[src/rtl/bin2bcd_seq.sv]
// Sequential 10-bit binary to 3-digit BCD converter (shift-and-add-3, one bit per clock).
// A start/busy/done handshake sequences conversions; ovf flags values above 999.
module bin2bcd_seq (
  input  logic       clk,
  input  logic       rst,
  input  logic       start,
  input  logic [9:0] bin,
  output logic       busy,
  output logic       done,
  output logic [3:0] bcd1,
  output logic [3:0] bcd10,
  output logic [3:0] bcd100,
  output logic       ovf
);

  // Handshake: start is sampled only in IDLE or DONE; bin is captured on that
  // accepting edge. busy is high in SHIFT, done pulses for the single DONE cycle.
  typedef enum logic [1:0] {
    IDLE  = 2'd0,
    SHIFT = 2'd1,
    DONE  = 2'd2
  } state_t;

  state_t      state_q;
  state_t      state_d;
  logic        accept;
  logic        last;
  logic [9:0]  sr;
  logic [15:0] scr;
  logic [15:0] scr_adj;
  logic [15:0] scr_sh;
  logic [3:0]  cnt;

  always_comb begin
    scr_adj = scr;
    for (int i = 0; i < 4; i++) begin
      if (scr[4*i +: 4] >= 4'd5) scr_adj[4*i +: 4] = scr[4*i +: 4] + 4'd3;
    end
  end

  assign scr_sh = {scr_adj[14:0], sr[9]};
  assign last   = (cnt == 4'd9);

  always_comb begin
    state_d = state_q;
    accept  = 1'b0;
    case (state_q)
      IDLE: begin
        if (start) begin
          accept  = 1'b1;
          state_d = SHIFT;
        end
      end
      SHIFT: begin
        if (last) state_d = DONE;
      end
      DONE: begin
        if (start) begin
          accept  = 1'b1;
          state_d = SHIFT;
        end else begin
          state_d = IDLE;
        end
      end
      default: state_d = IDLE;
    endcase
  end

  always_ff @(posedge clk or posedge rst) begin
    if (rst) state_q <= IDLE;
    else     state_q <= state_d;
  end

  always_ff @(posedge clk or posedge rst) begin
    if (rst) begin
      sr     <= '0;
      scr    <= '0;
      cnt    <= '0;
      bcd1   <= '0;
      bcd10  <= '0;
      bcd100 <= '0;
      ovf    <= 1'b0;
    end else if (accept) begin
      sr  <= bin;
      scr <= '0;
      cnt <= '0;
    end else if (state_q == SHIFT) begin
      sr  <= {sr[8:0], 1'b0};
      scr <= scr_sh;
      cnt <= cnt + 4'd1;
      if (last) begin
        bcd100 <= scr_sh[11:8];
        bcd10  <= scr_sh[7:4];
        bcd1   <= scr_sh[3:0];
        // a bit leaving the thousands digit would also mean the value exceeded 999
        ovf    <= |{scr_adj[15], scr_sh[15:12]};
      end
    end
  end

  assign busy = (state_q == SHIFT);
  assign done = (state_q == DONE);

endmodule

[config.mk]
export PLATFORM = sky130hd
export DESIGN_NAME = bin2bcd_seq
export DESIGN_NICKNAME = d
export VERILOG_FILES = /design/src/rtl/bin2bcd_seq.sv
export SDC_FILE = /design/constraint.sdc
export NUM_CORES = 1
export LEC_CHECK = 0
export CAP_MARGIN = 20
export CORE_AREA = 3 3 87 89
export DETAILED_ROUTE_END_ITERATION = 8
export DIE_AREA = 0 0 90 92
export GPL_TIMING_DRIVEN = 0
export PLACE_DENSITY = 0.48
export SYNTH_ARGS = -nofsm -noshare
export SYNTH_HDL_FRONTEND = slang
export SYNTH_SLANG_ARGS = --single-unit
[constraint.sdc]
create_clock -name clk -period 2 [get_ports clk]
set_input_delay 0.4 -clock clk [delete_from_list [all_inputs] [get_ports clk]]
set_output_delay 0.4 -clock clk [all_outputs]
set_load 0.1 [all_outputs]
== Yosys cells after proc, flatten, opt, wreduce, memory -nomap -nowiden ==
Index checks and enable logic that the tools add are counted.

* Register bits: 45
* Output and inout bits: 15
* Word-level logic and storage cells: 45

* Add/subtract/negate cells: 5
* Order comparisons: 4
* Equality and inequality tests: 5
* Multiplexer cells: 16
* Bitwise operators: 1
* Reduce and logical (&&, ||, !) cells: 6

{| class="wikitable"
|+ Operators with widths
! cell !! count
|-
| two-way mux 16 bit || 2
|-
| two-way mux 4 bit || 6
|-
| two-way mux 10 bit || 2
|-
| adder 4 x 2 -> 4 bit (second input constant) || 4
|-
| greater-or-equal comparator 4 x 3 -> 1 bit (second input constant) || 4
|-
| one-hot mux 2 bit (3 select lines) || 1
|-
| OR reduction 5 bit || 1
|-
| adder 4 x 1 -> 4 bit (second input constant) || 1
|-
| equality test 4 bit (second input constant) || 1
|-
| two-way mux 2 bit || 2
|-
| two-way mux 1 bit || 3
|-
| AND reduction 3 bit || 1
|-
| equality test 2 x 1 -> 1 bit (second input constant) || 1
|-
| equality test 2 bit (second input constant) || 1
|-
| zero test 2 bit || 1
|-
| != test 2 x 1 -> 1 bit (second input constant) || 1
|-
| != test 2 bit (second input constant) || 1
|-
| AND reduction 2 bit || 1
|-
| nonzero test 2 bit || 1
|-
| OR reduction 2 bit || 1
|-
| inverter 1 bit || 1
|}

== Longest topological paths before layout ==
Gate-level depths: netlist (run 1).

* Depth in word-level cells: 5
* Mapped depth: 7
* Depth with buffers taken out: 6

== Worst setup path after synthesis (run 1) ==
No wires, ideal clock.

* Kind: flip-flop to output port
* From: register state_q[0]
* To: output done
* Data arrival time: 1.727 ns
* Required time: 1.600 ns
* Slack: -0.127 ns
* Stages on the path, launching flop included: 2
* Buffers on the path: 0
* Path through: dfrtp_1 -> nor2b_1

* Longest elaborated chain between the ends: 1

{| class="wikitable"
|+ RTL lines
! element !! RTL line !! text
|-
| start, declared || 24 || <nowiki>state_t state_q;</nowiki>
|-
| start signal, assigned || 71 || <nowiki>else state_q <= state_d;</nowiki>
|-
| equality test 2 bit || 102 || <nowiki>assign done = (state_q == DONE);</nowiki>
|-
| end, declared || 9 || <nowiki>output logic done,</nowiki>
|}

No other way between the ends.

== Worst setup path after layout (run 1) ==
* From: register ovf
* To: output ovf

{| class="wikitable"
|+ RTL lines
! element !! RTL line !! text
|-
| start, declared || 13 || <nowiki>output logic ovf</nowiki>
|-
| start signal, assigned || 96 || <nowiki>ovf <= |{scr_adj[15], scr_sh[15:12]};</nowiki>
|}

No word-level cell between the ends.

==> results of run 1 <==
worst min path at each step:
stage | from | to | cells after the start
6_report | rst | ovf | 2
5_1_grt | rst | ovf | 2
4_1_cts | rst | ovf | 2
3_5_place_dp | sr[7] | sr[7] | 2
3_3_place_gp | sr[1] | sr[1] | 2
2_1_floorplan | sr[1] | sr[1] | 2
registers in the layout, indices dropped and copies added (netlist names):
name and cells:
ovf 1, bcd1 4, sr 10, bcd10 4, state_q 2, bcd100 4
scr 16, cnt 4
per-stage QoR:
| step | instance area [um2] | setup slack [ns] |
|---|---|---|
| final | 2690 | 0.0798 |
| after detailed placement | 2600 | -0.570 |
| after global routing | 2690 | 0.0276 |
| after CTS | 2680 | 0.0547 |
| after global placement | 2580 | -0.580 |
| after floorplan | 2190 | 0.346 |
cells by family (layout without fill, tap and decap cells):
| kind of cell | after synthesis | count (layout) | share of synthesized area |
|---|---|---|---|
| XOR/XNOR | 4 | 4 | 0.0160 |
| buffers and inverters | 20 | 56 | 0.0372 |
| AND/OR/NAND/NOR | 69 | 69 | 0.152 |
| multiplexers | 10 | 10 | 0.0492 |
| adder cells (fa/ha/maj) | 10 | 10 | 0.0572 |
| AO/OA/AOI/OAI | 57 | 57 | 0.173 |
| flip-flops | 45 | 45 | 0.515 |
cell type report:
type	instances	area (um2)
Inverter	12	47.5
Fill cell	712	4140
Buffer	8	38.8
Multi-Input combinational cell	150	981
Clock buffer	6	82.6
Sequential cell	45	1130
Tap cell	96	120
Clock inverter	2	13.8
Timing Repair Buffer	28	280
timing repair:
item | in CTS | in global routing
endpoints found under the hold margin | 0 | 0
resized for setup | 24 | 2
endpoints found under the setup margin | 15 | 1
layer usage:
layer	part of all wire	wire, um
met4	0.010	49
met3	0.023	113
met1	0.49	2370
met2	0.48	2320
met5	0	0
cells in the final DEF, fill, tap and decap left out, types with 5 or more instances in the layout:
cell             instances
a21oi_1                 13
a22o_1                   9
a22oi_1                  9
clkbuf_8                 6
clkdlybuf4s50_1         12
dfrtp_1                 45
dlygate4sd2_1           13
ha_1                    10
inv_1                   10
mux2_2                   5
nand2_1                 31
nand2b_1                 6
nand3_1                  7
nor2_1                  10
nor3b_1                  6
o21ai_0                 11
o21ai_1                  7
==> impl_metrics.csv, run 1 <==
group,metric,value,unit
cells_and_area,fin_util,0.394,
worst_setup_path,path_class,"flop to output pin",
timing,fmax,521,MHz
floorplanning,start_util,0.320,
placement,dp_hpwl,3.30,mm
timing,fin_crit,1.92,ns
worst_setup_path,critical-path-top-delay-family,"buffers and inverters",
grt,grt_max_degree,35,
logic_synthesis,yosysTopAreaCellShare,0.515,
timing,slew-limit-headroom,0.361,
cells_and_area,diodes,0,
timing,setup_viol,0,
grt,grt.met3_usage,0.0287,
logic_synthesis,yosysUniqueCellTypes,33,
routing,antenna_left,0,
worst_setup_path,critPathMaxFanout,2,
routing,post_drt_wl_per_cell,14.0,um
clock_network,clockBufferDepth,2,
routing,drt_wl_total,4.86,mm
grt,gr-usage-met2,0.204,
clock_network,cts_setup_buffers,0,
clock_network,cts.sinks,45,
timing,max_slew.worst_pin.slew,0.962,ns
floorplanning,die_w,90,um
floorplanning,dieArea,8280,um2
timing,fin_worst_skew,0.0120,ns
routing,viasPerCell,4.65,
cells_and_area,stdcell_count,347,
logic_synthesis,synthMostInstantiatedCell,"dfrtp_1",
timing,finalMaxSlewViolations,0,
placement,port_buffers,27,
worst_setup_path,r2r_end,"ovf",
worst_setup_path,startpoint,"ovf",
logic_synthesis,netlist_top_cells_area,"dfrtp_1 52%, ha_1 5.7%, nand2_1 5.3%, a22o_1 3.6%, a22oi_1 3.1%",
cells_and_area,syn2layout_area_growth,23.1,%
worst_setup_path,r2r-start,"scr[12]",
logic_synthesis,syn_inst,215,
floorplanning,ios,28,
clock_network,cts_made_buffers,5,
logic_synthesis,synthArstFlopShare,1.00,
routing,dr_total_vias,1615,
logic_synthesis,synth_top_area_cell,"dfrtp_1",
logic_synthesis,synth_commonest_cells,"45 x dfrtp_1, 31 x nand2_1, 13 x a21oi_1",
worst_setup_path,startpoint_type,"flop",
worst_setup_path,cpMaxStageDelayCell,"dlygate4sd2_1",
placement,dp_cells,339,
run,maxCapViolations,0,
placement,globalplace.congestion,0.708,
cells_and_area,fin_nets,273,
routing,drc,0,
logic_synthesis,ys_warn_count,0,
clock_network,clk-insertion-delay-late,0.31,ns
cells_and_area,drive_gt1_frac,0.124,
worst_setup_path,cp.required,1.60,ns
floorplanning,num_rows,30,
floorplanning,die_y,92,um
worst_setup_path,cp_cell_sequence,"dlygate4sd2_1",
clock_network,hold_buffers,0,
grt,grt_pass1_vias,1637,
logic_synthesis,synth_area,2190,um2
grt,track_usage,0.121,
logic_synthesis,synth_flop_cell,"dfrtp_1",
grt,use_met1,0.154,
timing,fin_setup_tns,0,ns
worst_setup_path,ff2ff_setup_slack,0.17,ns
logic_synthesis,synth_edf_count,0,
worst_setup_path,endpoint_kind,"output pin",
logic_synthesis,syn-mean-instance-area,10.2,um2
worst_setup_path,worstPathArrival,1.52,ns
status,status,"complete, no violations",
floorplanning,fp.coreArea,6830,um2
worst_setup_path,critPathCapture,"ovf",
timing,whs,0.349,ns
worst_setup_path,cp_num_buf_inv,1,
timing,rsz0062_at_grt,"false",
clock_network,cts_root_buf,"clkbuf_8",
grt,grt_antenna_before_repair,0,
worst_setup_path,reg2regPathDepth,6,
timing,hold_violations,0,
clock_network,cts_tree,"yes",
worst_hold_path,hold_path_class,"primary input to async pin",
routing,drt_iter0_markers,45,
timing,min_period_over_period,0.960,
clock_network,clkTransAtPathRegs,0.09,ns
grt,grt_pass1_wl,8.00,mm
grt,grt_busiest_layer,"met2",
logic_synthesis,yosysSeqAreaShare,0.515,
logic_synthesis,synth_nets,238,
logic_synthesis,ys_ff_latch,45,
clock_network,cts-htree-levels,2,
grt,overflow,0,
worst_setup_path,cpPeakStageDelay,0.85,ns
routing,firstDrtPassIters,4,
worst_setup_path,path_depth,1,
Power of run 1 is not shown: default switching activity piles up to over one toggle a cycle in this logic, so the estimate is an artifact.
==> run 2: changes to the inputs <==
- ABC_AREA: default -> 1
==> impl_metrics.csv, run 2 <==
group,metric,value,unit
timing,min_period_over_period,0.965,
grt,grt_pass1_vias,1774,
floorplanning,num_rows,30,
routing,firstDrtPassIters,4,
status,status,"complete, no violations",
clock_network,cts_tree,"yes",
timing,hold_violations,0,
worst_setup_path,cp.required,1.60,ns
cells_and_area,drive_gt1_frac,0.0764,
floorplanning,dieArea,8280,um2
logic_synthesis,synth_flop_cell,"dfrtp_1",
worst_setup_path,path_depth,1,
clock_network,cts-htree-levels,2,
clock_network,hold_buffers,0,
clock_network,clkTransAtPathRegs,0.08,ns
clock_network,cts.sinks,45,
floorplanning,die_w,90,um
logic_synthesis,yosysTopAreaCellShare,0.518,
cells_and_area,mostFrequentLayoutCells,"63 x nand2_1, 45 x dfrtp_1, 35 x inv_1",
timing,fin_worst_skew,0.00377,ns
logic_synthesis,yosysUniqueCellTypes,23,
routing,antenna_left,0,
logic_synthesis,yosysSeqAreaShare,0.518,
floorplanning,fp.coreArea,6830,um2
grt,grt_max_degree,35,
clock_network,cts_made_buffers,5,
logic_synthesis,synthSimpleGateAreaFrac,0.177,
timing,finalMaxSlewViolations,0,
worst_setup_path,cpPeakStageDelay,0.86,ns
cells_and_area,seqCellArea,1130,um2
logic_synthesis,synth_xor_area_frac,0.0161,
logic_synthesis,ys_warn_count,0,
cells_and_area,mostFrequentLayoutCell,"nand2_1",
logic_synthesis,synthMostInstantiatedCell,"nand2_1",
cells_and_area,regMostFlops,"scr",
placement,port_buffers,27,
logic_synthesis,synth_nets,276,
timing,fin_setup_tns,0,ns
worst_setup_path,critPathMaxFanout,2,
logic_synthesis,synth_fa_ha_area_frac,0.0575,
placement,dpl_cell_area,2590,um2
logic_synthesis,syn_inst,253,
routing,drt_iter0_markers,41,
routing,drt_wl_total,4.73,mm
timing,rsz0062_at_grt,"false",
clock_network,clk-insertion-delay-late,0.29,ns
grt,track_usage,0.126,
cells_and_area,fin_util,0.388,
logic_synthesis,synth_top_family_by_area,"simple AND/OR/NAND/NOR gates",
routing,drc,0,
cells_and_area,largestRegisters,"scr: 16 flops, sr: 10 flops",
timing,slew-limit-headroom,0.363,
worst_setup_path,critical-path-top-delay-family,"buffers and inverters",
cells_and_area,largest_reg_flops,16,
timing,fin_ws,0.0707,ns
worst_setup_path,endpoint_kind,"output pin",
grt,grt_pass1_wl,8.39,mm
logic_synthesis,synth-compound-area-share,0.139,
logic_synthesis,synth_commonest_cells,"63 x nand2_1, 45 x dfrtp_1, 36 x inv_1",
worst_setup_path,cpMaxStageDelayCell,"dlygate4sd2_1",
worst_setup_path,r2r_end,"scr[6]",
cells_and_area,fin_nets,311,
placement,globalplace.congestion,0.761,
grt,overflow,0,
worst_setup_path,worstPathArrival,1.53,ns
clock_network,clockBufferDepth,2,
routing,post_drt_wl_per_cell,12.3,um
logic_synthesis,synth_edf_count,0,
logic_synthesis,synthMuxAreaShare,0,
worst_hold_path,hold_path_class,"primary input to async pin",
worst_setup_path,startpoint_type,"flop",
cells_and_area,syn2layout_area_growth,22.0,%
floorplanning,die_y,92,um
logic_synthesis,syn-mean-instance-area,8.60,um2
cells_and_area,stdcell_area,2650,um2
worst_setup_path,ff2ff_setup_slack,0.50,ns
worst_setup_path,reg2regPathDepth,8,
floorplanning,start_util,0.318,
cells_and_area,multi_input_area,851,um2
grt,grt_antenna_before_repair,0,
timing,fin_crit,1.93,ns
clock_network,cts_root_buf,"clkbuf_8",
timing,max_slew.worst_pin.slew,0.959,ns
routing,viasPerCell,4.49,
logic_synthesis,synthArstFlopShare,1.00,
routing,dr_total_vias,1726,
logic_synthesis,synth_top_area_cell,"dfrtp_1",
timing,fmax,518,MHz
clock_network,cts_setup_buffers,0,
worst_setup_path,r2r-start,"scr[4]",
logic_synthesis,synth_area,2170,um2
run,maxCapViolations,0,
cells_and_area,fill_cells,756,
placement,place_ws,-0.245,ns
worst_setup_path,critPathCapture,"bcd1[3]",
worst_setup_path,startpoint,"bcd1[3]",
logic_synthesis,netlist_top_cells_area,"dfrtp_1 52%, nand2_1 11%, inv_1 6.2%, ha_1 5.8%, o21ai_0 5.5%",
worst_setup_path,cp_num_buf_inv,1,
cells_and_area,diodes,0,
worst_setup_path,cp_cell_sequence,"dlygate4sd2_1",
placement,dp_hpwl,3.38,mm
timing,setup_viol,0,
logic_synthesis,ys_ff_latch,45,
floorplanning,ios,28,
worst_setup_path,path_class,"flop to output pin",
[run 2: cell types whose count changed in the layout (fill, tap and decap cells not counted), moves of 9 or more]
cell	previous run	this run
a21oi_1	13	2
a22o_1	9	0
a22oi_1	9	0
inv_1	10	35
nand2_1	31	63
o21ai_0	11	24
o221ai_1	0	9
o22ai_1	0	11
[run 2: worst min path at each step]
stage               cells past startpoint         to       from  slack (ns)
floorplan                               1     cnt[2]     cnt[2]        0.48
global placement                        2  bcd100[0]  bcd100[0]        0.46
detailed placement                      2   bcd10[2]   bcd10[2]        0.47
CTS                                     2      sr[3]        rst        0.36
global route                            2      sr[2]        rst        0.38
finish                                  2      sr[2]        rst        0.35
[run 2: layout make-up]
type / instances / share of cell area
Clock buffer: 7 / 0.0325
Inverter: 39 / 0.0580
Timing Repair Buffer: 28 / 0.102
Tap cell: 96 / 0.0453
Sequential cell: 45 / 0.424
Multi-Input combinational cell: 161 / 0.321
Buffer: 8 / 0.0174
[run 2: timing repair]
action	CTS	global route
resized for setup	20	1
gates cloned	0	0
endpoints found under the setup margin	15	1
[run 2: layer usage]
metal  global-route usage  wire length, um  vias to the layer above
met3               0.0279              167                        7
met2                0.215             2250                       27
met4               0.0408               61                        0
met5                    0                0                        -
met1                0.157             2250                      806
li1                     -                -                      886
[run 2: through the flow]
step	hold slack (ns)	std cells
after floorplan	0.481	253
after global placement	0.463	376
after detailed placement	0.469	377
after CTS	0.363	384
after global routing	0.378	384
final	0.353	384
[run 2: cells by family (layout without fill, tap and decap cells)]
logic type      after synthesis  in the layout
simple gates                 97             97
fa+ha+maj                    10             10
compound gates               50             50
flops                        45             45
buf+inv                      47             82
xor+xnor                      4              4
Power of run 2 is left out for the same reason.
==> run 3: changes to the inputs <==
- PLACE_DENSITY: 0.48 -> 0.5
- clock period: 2 -> 1.7 ns (I/O delays scaled with it)
==> impl_metrics.csv, run 3 (same netlist as run 2, synthesis figures left out) <==
group,metric,value,unit
clock_network,cts_tree,"yes",
routing,dr_total_vias,1712,
timing,rsz0062_at_grt,"false",
clock_network,cts-htree-levels,2,
worst_hold_path,hold_path_class,"primary input to async pin",
clock_network,cts_setup_buffers,0,
cells_and_area,largest_reg_flops,16,
worst_setup_path,worstPathArrival,1.27,ns
routing,firstDrtPassIters,4,
clock_network,hold_buffers,0,
floorplanning,start_util,0.318,
routing,post_drt_wl_per_cell,12.5,um
timing,fmax,621,MHz
worst_setup_path,endpoint_kind,"output pin",
floorplanning,dieArea,8280,um2
cells_and_area,regMostFlops,"scr",
grt,grt_antenna_before_repair,0,
clock_network,clockBufferDepth,2,
routing,drc,0,
routing,drt_wl_total,4.80,mm
floorplanning,fp.coreArea,6830,um2
timing,finalMaxSlewViolations,0,
clock_network,cts_root_buf,"clkbuf_8",
routing,antenna_left,0,
placement,place_ws,-0.472,ns
worst_setup_path,r2r-start,"scr[4]",
placement,globalplace.congestion,0.814,
cells_and_area,seqCellArea,1130,um2
clock_network,cts_resized,50,
worst_setup_path,path_class,"flop to output pin",
placement,dpl_cell_area,2590,um2
grt,track_usage,0.127,
cells_and_area,mostFrequentLayoutCell,"nand2_1",
timing,max_slew.worst_pin.slew,0.595,ns
timing,fin_worst_skew,0.00658,ns
timing,fin_ws,0.0885,ns
grt,grt_pass1_wl,8.44,mm
routing,viasPerCell,4.46,
floorplanning,ios,28,
clock_network,clk-insertion-delay-late,0.30,ns
status,status,"complete, no violations",
floorplanning,die_y,92,um
timing,min_period_over_period,0.948,
cells_and_area,stdcell_area,2690,um2
worst_setup_path,cp.required,1.36,ns
cells_and_area,fin_nets,311,
cells_and_area,diodes,0,
cells_and_area,drive_gt1_frac,0.125,
worst_setup_path,startpoint,"state_q[0]",
timing,hold_violations,0,
routing,drt_iter0_markers,96,
grt,overflow,0,
worst_setup_path,cp_cell_sequence,"nor2_2 -> buf_2",
run,maxCapViolations,0,
worst_setup_path,startpoint_type,"flop",
floorplanning,die_w,90,um
cells_and_area,syn2layout_area_growth,23.7,%
worst_setup_path,critPathMaxFanout,3,
floorplanning,num_rows,30,
grt,grt_max_degree,40,
cells_and_area,largestRegisters,"scr: 16 flops, sr: 10 flops",
timing,fin_crit,1.61,ns
clock_network,cts.sinks,45,
placement,port_buffers,27,
cells_and_area,multi_input_area,851,um2
clock_network,cts_made_buffers,5,
clock_network,clkTransAtPathRegs,0.09,ns
timing,setup_viol,0,
timing,fin_setup_tns,0,ns
grt,grt_pass1_vias,1760,
placement,dp_hpwl,3.34,mm
cells_and_area,mostFrequentLayoutCells,"63 x nand2_1, 45 x dfrtp_1, 35 x inv_1",
timing,slew-limit-headroom,0.603,
worst_setup_path,cpPeakStageDelay,0.43,ns
cells_and_area,fin_util,0.394,
cells_and_area,fill_cells,731,
worst_setup_path,cpMaxStageDelayCell,"buf_2",
run 3: cell types whose count changed in the layout (fill, tap and decap cells not counted), sizes merged:
cell,delta
clkinvlp,+1
clkbuf,-1
dlygate4sd2,-13
clkdlybuf4s15,+12
buf,+1
run 3: critical path, delay by kind of cell (launching register included):
kind / cells / cell delay [ns]
flip-flops: 1 / 0.42
AND/OR/NAND/NOR: 1 / 0.13
buffers and inverters: 1 / 0.43
run 3: final timing paths:
kind | end | slack [ns] | depth (start not counted)
max reg2reg | scr[6] | 0.21 | 8
min in group clk | bcd100[2] | 0.48 | 2
max in group asynchronous | scr[9] | 0.99 | 3
max | done | 0.09 | 2
min reg2reg | bcd100[2] | 0.48 | 2
min | sr[8] | 0.25 | 2
run 3: stage by stage:
stage / cells / hold slack (ns)
after floorplan: 253 / 0.461
after global placement: 376 / 0.463
after detailed placement: 377 / 0.466
after CTS: 384 / 0.248
after global routing: 384 / 0.268
final: 384 / 0.250
run 3: area by class of cell:
cell class                      instances  area share
Tap cell                               96      0.0447
Sequential cell                        45       0.419
Multi-Input combinational cell        161       0.316
Clock buffer                            6      0.0307
Inverter                               39      0.0572
Buffer                                  8      0.0172
Clock inverter                          1     0.00279
Timing Repair Buffer                   28       0.113
run 3: metal layers:
layer / vias to the layer above / share of wire / GRT usage
met2: 24 / 0.46 / 0.210
met1: 792 / 0.50 / 0.167
met3: 5 / 0.029 / 0.0295
li1: 891 / - / -
met5: - / 0 / 0
met4: 0 / 0.0092 / 0.0344
Power of run 3 is left out for the same reason.
